<file path="config.mk">
export PLATFORM = sky130hd
export DESIGN_NAME = mux2_rr_arbiter_flat
export DESIGN_NICKNAME = d
export VERILOG_FILES = /design/src/rtl/mux2_rr_arbiter_if.sv /design/src/rtl/mux2_rr_arbiter.sv /design/src/flat_wrapper.sv
export SDC_FILE = /design/constraint.sdc
export NUM_CORES = 1
export LEC_CHECK = 0
export ABC_AREA = 1
export CAP_MARGIN = 30
export CELL_PAD_IN_SITES_DETAIL_PLACEMENT = 0
export CELL_PAD_IN_SITES_GLOBAL_PLACEMENT = 1
export CORE_MARGIN = 1.5
export CORE_UTILIZATION = 30
export CTS_BUF_LIST = sky130_fd_sc_hd__clkbuf_16
export DETAILED_ROUTE_END_ITERATION = 6
export PLACE_DENSITY_LB_ADDON = 0.1
export SKIP_LAST_GASP = 1
export SLEW_MARGIN = 20
export SYNTH_ARGS = -nofsm -noshare
export SYNTH_HDL_FRONTEND = slang
export SYNTH_SLANG_ARGS = --single-unit
</file>
<file path="constraint.sdc">
create_clock -name clk -period 2.67 [get_ports clk]
set_input_delay 0.267 -clock clk [delete_from_list [all_inputs] [get_ports clk]]
set_output_delay 0.267 -clock clk [all_outputs]
set_load 0.05 [all_outputs]
</file>
<file path="src/rtl/mux2_rr_arbiter_if.sv">
// Requester/mux bundle for the 2-way round-robin arbiter.
// master: arbiter side; slave: requesters and downstream sink.
interface mux2_rr_arbiter_if #(
  parameter int WIDTH = 8
);
  logic             req_x;
  logic [WIDTH-1:0] data_x;
  logic             req_y;
  logic [WIDTH-1:0] data_y;
  logic             gnt_x;
  logic             gnt_y;
  logic             sel;
  logic [WIDTH-1:0] m_data;
  logic             m_valid;
  logic             busy;

  modport master (
    input  req_x, data_x, req_y, data_y,
    output gnt_x, gnt_y, sel, m_data, m_valid, busy
  );

  modport slave (
    output req_x, data_x, req_y, data_y,
    input  gnt_x, gnt_y, sel, m_data, m_valid, busy
  );
endinterface

</file>
<file path="src/rtl/mux2_rr_arbiter.sv">
// Round-robin owner of a shared 2:1 mux, bounded bursts, registered output.
// Ports: clk, rst_n (async low), bus (req/data in, gnt/sel/m_data/m_valid/busy out).
module mux2_rr_arbiter #(
  parameter int WIDTH    = 8,
  parameter int MAX_HOLD = 4
) (
  input logic              clk,
  input logic              rst_n,
  mux2_rr_arbiter_if.master bus
);

  localparam int CW = (MAX_HOLD > 1) ? $clog2(MAX_HOLD) : 1;
  localparam logic [CW-1:0] CMAX = CW'(MAX_HOLD - 1);

  typedef enum logic [1:0] {
    IDLE  = 2'd0,
    OWN_X = 2'd1,
    OWN_Y = 2'd2
  } state_t;

  state_t           state_q, state_d;
  logic [CW-1:0]    cnt_q, cnt_d;
  logic             last_q, last_d;
  logic             sel_q, sel_d;
  logic [WIDTH-1:0] m_data_q, m_data_d;
  logic             m_valid_q, m_valid_d;

  logic   own_y;
  logic   beat;
  logic   oth_req;
  state_t oth_st;

  always_comb begin
    own_y   = (state_q == OWN_Y);
    beat    = ((state_q == OWN_X) & bus.req_x) |
              ((state_q == OWN_Y) & bus.req_y);
    oth_req = own_y ? bus.req_x : bus.req_y;
    oth_st  = own_y ? OWN_X : OWN_Y;

    state_d = state_q;
    cnt_d   = cnt_q;
    last_d  = last_q;

    unique case (state_q)
      IDLE: begin
        cnt_d = '0;
        if (bus.req_x & bus.req_y)
          state_d = last_q ? OWN_X : OWN_Y;
        else if (bus.req_x)
          state_d = OWN_X;
        else if (bus.req_y)
          state_d = OWN_Y;
      end
      OWN_X, OWN_Y: begin
        if (beat) begin
          if (cnt_q == CMAX) begin
            // Quantum spent: hand over only if the other side waits.
            cnt_d = '0;
            if (oth_req) begin
              state_d = oth_st;
              last_d  = own_y;
            end
          end else begin
            cnt_d = cnt_q + 1'b1;
          end
        end else begin
          // Owner released the mux.
          cnt_d   = '0;
          last_d  = own_y;
          state_d = oth_req ? oth_st : IDLE;
        end
      end
      default: begin
        state_d = IDLE;
        cnt_d   = '0;
      end
    endcase

    sel_d = sel_q;
    if (state_d == OWN_Y)
      sel_d = 1'b1;
    else if (state_d == OWN_X)
      sel_d = 1'b0;

    m_valid_d = beat;
    m_data_d  = m_data_q;
    if (beat)
      m_data_d = own_y ? bus.data_y : bus.data_x;
  end

  always_ff @(posedge clk or negedge rst_n) begin
    if (!rst_n) begin
      state_q   <= IDLE;
      cnt_q     <= '0;
      last_q    <= 1'b1;
      sel_q     <= 1'b0;
      m_data_q  <= '0;
      m_valid_q <= 1'b0;
    end else begin
      state_q   <= state_d;
      cnt_q     <= cnt_d;
      last_q    <= last_d;
      sel_q     <= sel_d;
      m_data_q  <= m_data_d;
      m_valid_q <= m_valid_d;
    end
  end

  assign bus.gnt_x   = (state_q == OWN_X);
  assign bus.gnt_y   = (state_q == OWN_Y);
  assign bus.busy    = (state_q == OWN_X) | (state_q == OWN_Y);
  assign bus.sel     = sel_q;
  assign bus.m_data  = m_data_q;
  assign bus.m_valid = m_valid_q;

endmodule
</file>
<file path="src/flat_wrapper.sv">
// flat-port wrapper written by rule: the top's interface ports become plain ports
module mux2_rr_arbiter_flat 
#(
  parameter int WIDTH    = 8,
  parameter int MAX_HOLD = 4
)
  (clk, rst_n, bus_req_x, bus_data_x, bus_req_y, bus_data_y, bus_gnt_x, bus_gnt_y, bus_sel, bus_m_data, bus_m_valid, bus_busy);
  mux2_rr_arbiter_if #(.WIDTH(WIDTH)) bus_i ();
  input logic clk;
  input logic rst_n;
  input wire logic [$bits(bus_i.req_x)-1:0] bus_req_x;
  input wire logic [$bits(bus_i.data_x)-1:0] bus_data_x;
  input wire logic [$bits(bus_i.req_y)-1:0] bus_req_y;
  input wire logic [$bits(bus_i.data_y)-1:0] bus_data_y;
  output wire logic [$bits(bus_i.gnt_x)-1:0] bus_gnt_x;
  output wire logic [$bits(bus_i.gnt_y)-1:0] bus_gnt_y;
  output wire logic [$bits(bus_i.sel)-1:0] bus_sel;
  output wire logic [$bits(bus_i.m_data)-1:0] bus_m_data;
  output wire logic [$bits(bus_i.m_valid)-1:0] bus_m_valid;
  output wire logic [$bits(bus_i.busy)-1:0] bus_busy;
  assign bus_i.req_x = bus_req_x;
  assign bus_i.data_x = bus_data_x;
  assign bus_i.req_y = bus_req_y;
  assign bus_i.data_y = bus_data_y;
  assign bus_gnt_x = bus_i.gnt_x;
  assign bus_gnt_y = bus_i.gnt_y;
  assign bus_sel = bus_i.sel;
  assign bus_m_data = bus_i.m_data;
  assign bus_m_valid = bus_i.m_valid;
  assign bus_busy = bus_i.busy;
  mux2_rr_arbiter #(.WIDTH(WIDTH), .MAX_HOLD(MAX_HOLD)) u_core (.clk(clk), .rst_n(rst_n), .bus(bus_i));
endmodule
</file>
==> metrics.txt, run 1 <==
vias per std cell=4.63; post-synthesis compound-gate area fraction=9.30%; diode count=0; vias=755; syn nets=125; Nets=160; ranking of synthesized cells by area=dfrtp_1, nand2_1, ha_1; Worst EP arrival=2.43 ns; Die H=55.3 microns; GRT Overall Usage=13.1%; num ports=33; Final Non-Filler Cells=163; Finished Core Util=49.2%; CTS tree=built; Initial Util=32.5%; antenna violations before repair=0; period utilization=86.1%; Startpoint Class=register; Final TNS setup=0 ns; Post-CTS Setup Repair Bufs=0; root buf cell=clkbuf_16; Clock Path Buffers=2; drt pass-1 iters=4; predominant post-synthesis flop cell=dfrtp_1; post-synth top area share=42.7%; CP endpoint kind=register; simple-gate portion of the synthesized area=27.3%; syn avg cell area=8.29 sq um; Worst-Margin Slew=0.664 ns; CP max FO=12; Hold-fix buffers, CTS=0; P_leak=0.580 nW; max layer used=met4; share of cells above drive strength 1=8.27%; Slew Viols, Final=0; DRT antenna net count=0; Die X=55.3 microns; adder-cell share of the synthesized area=9.15%; WL met2=854 microns; placed cell count=159; main combinational cell family by area after synthesis=simple AND/OR/NAND/NOR gates; Die ar.=3060 sq um; Post-Syn Area=821 sq um; Post-synth EDFFs=0; wire length after detailed routing=1840 microns; pwr/cell area=1380 nW/um^2; DR WL/cell=11.3 microns; vias in the first global route=751; sequential share of the synthesized area=45.9%; Max Fclk=435 MHz; Data required, critical path=2.80 ns; type of the most critical hold path=in2async; final number of setup-violating endpoints=0; mux contribution to synthesized area=1.37%; CTS sink count=15; IO buf count=32; total CTS buffers=3; Synth cell types=20; Synth Warn #=0; Area Overhead vs Synth=51.2%; Final HPWL DP=1440 microns; Core Area=2520 sq um; Max rail drop VDD=0.000720 V; post-synthesis cell count=99; first-pass GRT wire length=3190 microns; Post-CTS Resized=0; fin crit period=2.30 ns; Register-to-Register Path Depth=11; 1st-iter DRT viols=5; outcome=completed; largest net degree at the start of global routing=16; ys async rst share=100%; total gr overflow=0; max-cap violation count=0; crit path kind=reg2reg; H-tree depth=1; site row count=18; Met1 Routed Length=842 microns; Final Hold Viols=0; number of synthesized register bits=15; Worst-Skew Late Latency=0.24 ns; Final Skew=0.00177 ns; gpl congestion=0.773; drt drc=0; WL met3=128 microns; Synth area leader=dfrtp_1; relative slew slack=55.6%; clock-pin slew on the worst setup and hold paths=0.05 ns; RSZ-0062 raised after global routing=no; xor/xnor share of the synthesized area=0%
## report_power, final
group	leakage, nW	switching (W)	internal (W)
combinational	0.359	0.000671	0.000366
clock	0.0423	0.0000860	0.000198
sequential	0.178	0.0000586	0.000334
## logic make-up (layout without fill, tap and decap cells)
family,count (synthesis),count (layout)
compound gates,12,12
mux,1,1
fa+ha+maj,6,6
buf+inv,11,45
flops,15,15
simple gates,54,54
## layout by cell type (no fill, tap or decap), types with 2 or more instances in the layout
cell             instances
nor2_1                  11
nand2_2                  2
clkdlybuf4s50_1         32
dfrtp_1                 14
nand2_1                 34
ha_1                     6
clkbuf_16                3
inv_1                    8
buf_4                    2
a31oi_1                  8
nand3_1                  4
## metal layers
| layer | vias up | global-route usage [%] |
|---|---|---|
| li1 | 393 | - |
| met1 | 336 | 16.7 |
| met2 | 24 | 20.7 |
| met3 | 2 | 5.15 |
| met4 | 0 | 3.14 |
| met5 | - | 0 |
## stage by stage
| step | setup slack, ns | hold slack (ns) | power (W) | instance area (sq um) |
|---|---|---|---|---|
| after global routing | 0.155 | 0.464 | 0.00184 | 1240 |
| after floorplan | 0.319 | -0.0286 | 0.00115 | 821 |
| final | 0.371 | 0.434 | 0.00171 | 1240 |
| after global placement | 0.415 | 0.429 | 0.00144 | 1160 |
| after detailed placement | 0.344 | 0.432 | 0.00145 | 1160 |
| after CTS | 0.335 | 0.438 | 0.00174 | 1240 |
## area by class of cell
type / instances / area, sq um
multi-input cells: 73 / 387
clock buffers: 3 / 75.1
repair buffers: 34 / 335
clock inverters: 1 / 3.75
flip-flops and latches: 15 / 377
inverters: 7 / 26.3
fillers: 263 / 1280
well taps: 30 / 37.5
## worst paths after layout
path,startpoint,endpoint,slack [ns]
worst max register to register,u_core.state_q[0],u_core.bus.sel,0.37
worst min register to register,u_core.cnt_q[0],u_core.cnt_q[0],0.43
min in group clk,u_core.cnt_q[0],u_core.cnt_q[0],0.43
worst min-delay path,rst_n,u_core.cnt_q[1],0.43
worst max-delay path,u_core.state_q[0],u_core.bus.sel,0.37
max in group asynchronous,rst_n,u_core.bus.m_data[5],1.81
## synth_stat cells (2+ instances only)
cell type and number:
dfrtp_1 14, a31oi_1 8, buf_4 2, nor2_1 11
nand2_1 34, nand2_2 2, nand3_1 4, ha_1 6
inv_1 7
## state kept, by name, indices dropped and copies added, names as in the netlist
register            flops
u_core.bus.m_data       8
u_core.cnt_q            2
u_core.state_q          2
u_core.bus.m_valid      1
u_core.bus.sel          1
u_core.last_q           1
## worst max-delay path: stages, from the launching register on
cell and delay, ns:
dfrtp_1 0.40, inv_1 0.10, ha_1 0.28, buf_4 0.19, nand2_1 0.08, nand2_2 0.21
nand2_4 0.07, a21oi_2 0.11, nor2_1 0.05, nor2_1 0.15, ha_1 0.26, mux2_2 0.26
Power figures use the tool's default switching activity.
==> run 2: changes to the inputs <==
--- a/config.mk
+++ b/config.mk
@@ -14,6 +14,7 @@
 export CTS_BUF_LIST = sky130_fd_sc_hd__clkbuf_16
 export DETAILED_ROUTE_END_ITERATION = 6
 export PLACE_DENSITY_LB_ADDON = 0.1
+export SETUP_SLACK_MARGIN = 0.4
 export SKIP_LAST_GASP = 1
 export SLEW_MARGIN = 20
 export SYNTH_ARGS = -nofsm -noshare
==> constraint.sdc (replaced) <==
create_clock -name clk -period 2.67 [get_ports clk]
set_input_delay 0.267 -clock clk [delete_from_list [all_inputs] [get_ports clk]]
set_output_delay 0.267 -clock clk [all_outputs]
set_load 0.1 [all_outputs]
==> run 2 against run 1 <==
Design area increased by 2.3%. Critical path type unchanged. Largest cell class unchanged. Sequential share of layout area down 0.69 points. Core utilization grew 1.1 points.
==> metrics.txt, run 2 (synthesis results as in run 1) <==
Worst EP arrival=2.23 ns; IO buf count=32; final number of setup-violating endpoints=0; placed cell count=158; Nets=164; outcome=completed; Worst-Margin Slew=0.720 ns; Core Area=2520 sq um; Final Skew=0.00111 ns; DR WL/cell=11.9 microns; GRT Overall Usage=13.9%; largest net degree at the start of global routing=19; Data required, critical path=2.80 ns; Hold-fix buffers, CTS=0; Final Non-Filler Cells=167; period utilization=78.6%; Final TNS setup=0 ns; Die X=55.3 microns; commonest cells after routing, fill and taps aside=nand2_1, clkdlybuf4s50_1, buf_4; FF+latch area=377 sq um; root buf cell=clkbuf_16; Clock Path Buffers=2; crit path kind=reg2reg; H-tree depth=1; type of the most critical hold path=reg2reg; max-cap violation count=0; total CTS buffers=3; 1st-iter DRT viols=16; diode count=0; R2R setup slack=0.57 ns; relative slew slack=51.8%; fillers=245; Slew Viols, Final=0; vias per std cell=4.66; first-pass GRT wire length=3350 microns; CTS sink count=15; RSZ-0062 raised after global routing=no; drt pass-1 iters=4; Die H=55.3 microns; vias=778; site row count=18; CTS tree=built; gpl congestion=0.740; Startpoint Class=register; CP max FO=7; fin crit period=2.10 ns; Worst-Skew Late Latency=0.24 ns; area of the multi-input gates=414 sq um; Largest register FFs=8; vias in the first global route=739; Area Overhead vs Synth=54.7%; clock-pin slew on the worst setup and hold paths=0.05 ns; Die ar.=3060 sq um; Final Hold Viols=0; Initial Util=32.5%; wire length after detailed routing=1990 microns; Max Fclk=476 MHz; total gr overflow=0; share of cells above drive strength 1=23.4%; antenna violations before repair=0; num ports=33; DRT antenna net count=0; Final HPWL DP=1460 microns; drt drc=0; CP endpoint kind=register; commonest non-fill, non-tap cell in the layout=nand2_1
[run 2: layer usage]
metal  wire length [microns]  global-route usage, %
met1                     949                   18.1
met2                     894                   20.6
met3                     120                   5.62
met4                      21                   5.23
met5                       0                      0
[run 2: area by class of cell]
| type | count | share of cell area [%] |
|---|---|---|
| Multi-Input combinational cell | 73 | 32.6 |
| Sequential cell | 15 | 29.7 |
| Timing Repair Buffer | 38 | 26.2 |
| Clock buffer | 3 | 5.91 |
| Tap cell | 30 | 2.96 |
| Inverter | 7 | 2.36 |
| Clock inverter | 1 | 0.296 |
[run 2: timing repair]
| item | in CTS | in global routing |
|---|---|---|
| setup buffers | 1 | 4 |
| pin swaps | 0 | 0 |
| resized for setup | 1 | 0 |
| setup endpoints to repair | 1 | 1 |
[run 2: final timing paths]
path	startpoint	end	cells past startpoint
setup / recovery	u_core.state_q[0]	u_core.bus.sel	11
hold / removal	u_core.cnt_q[0]	u_core.cnt_q[0]	1
setup reg to reg	u_core.state_q[0]	u_core.bus.sel	11
hold reg to reg	u_core.cnt_q[0]	u_core.cnt_q[0]	1
max in group asynchronous	rst_n	u_core.cnt_q[0]	1
min in group asynchronous	rst_n	u_core.cnt_q[1]	1
[run 2: worst max-delay path, cell delays in order (launching register included)]
cell,delay (ns)
dfrtp_1,0.44
inv_1,0.18
ha_4,0.21
clkinvlp_4,0.12
nand3_1,0.15
nand2_1,0.07
nand2_1,0.05
nand2_1,0.06
nand2_1,0.06
nand2_1,0.05
ha_1,0.27
mux2_2,0.32
[run 2: metrics by stage]
step / utilization (%) / hold slack, ns / cell area, sq um / setup slack, ns
3_3_place_gp: 45.6 / 0.421 / 1150 / 0.470
6_report: 50.3 / 0.434 / 1270 / 0.570
4_1_cts: 49.2 / 0.438 / 1240 / 0.484
5_1_grt: 50.3 / 0.475 / 1270 / 0.441
3_5_place_dp: 45.6 / 0.431 / 1150 / 0.371
2_1_floorplan: - / -0.0286 / 848 / 0.426
Power of run 2 is left out: the tool's default activity adds up to more than one toggle a clock period on the data nets, which glitch-free logic cannot reach.
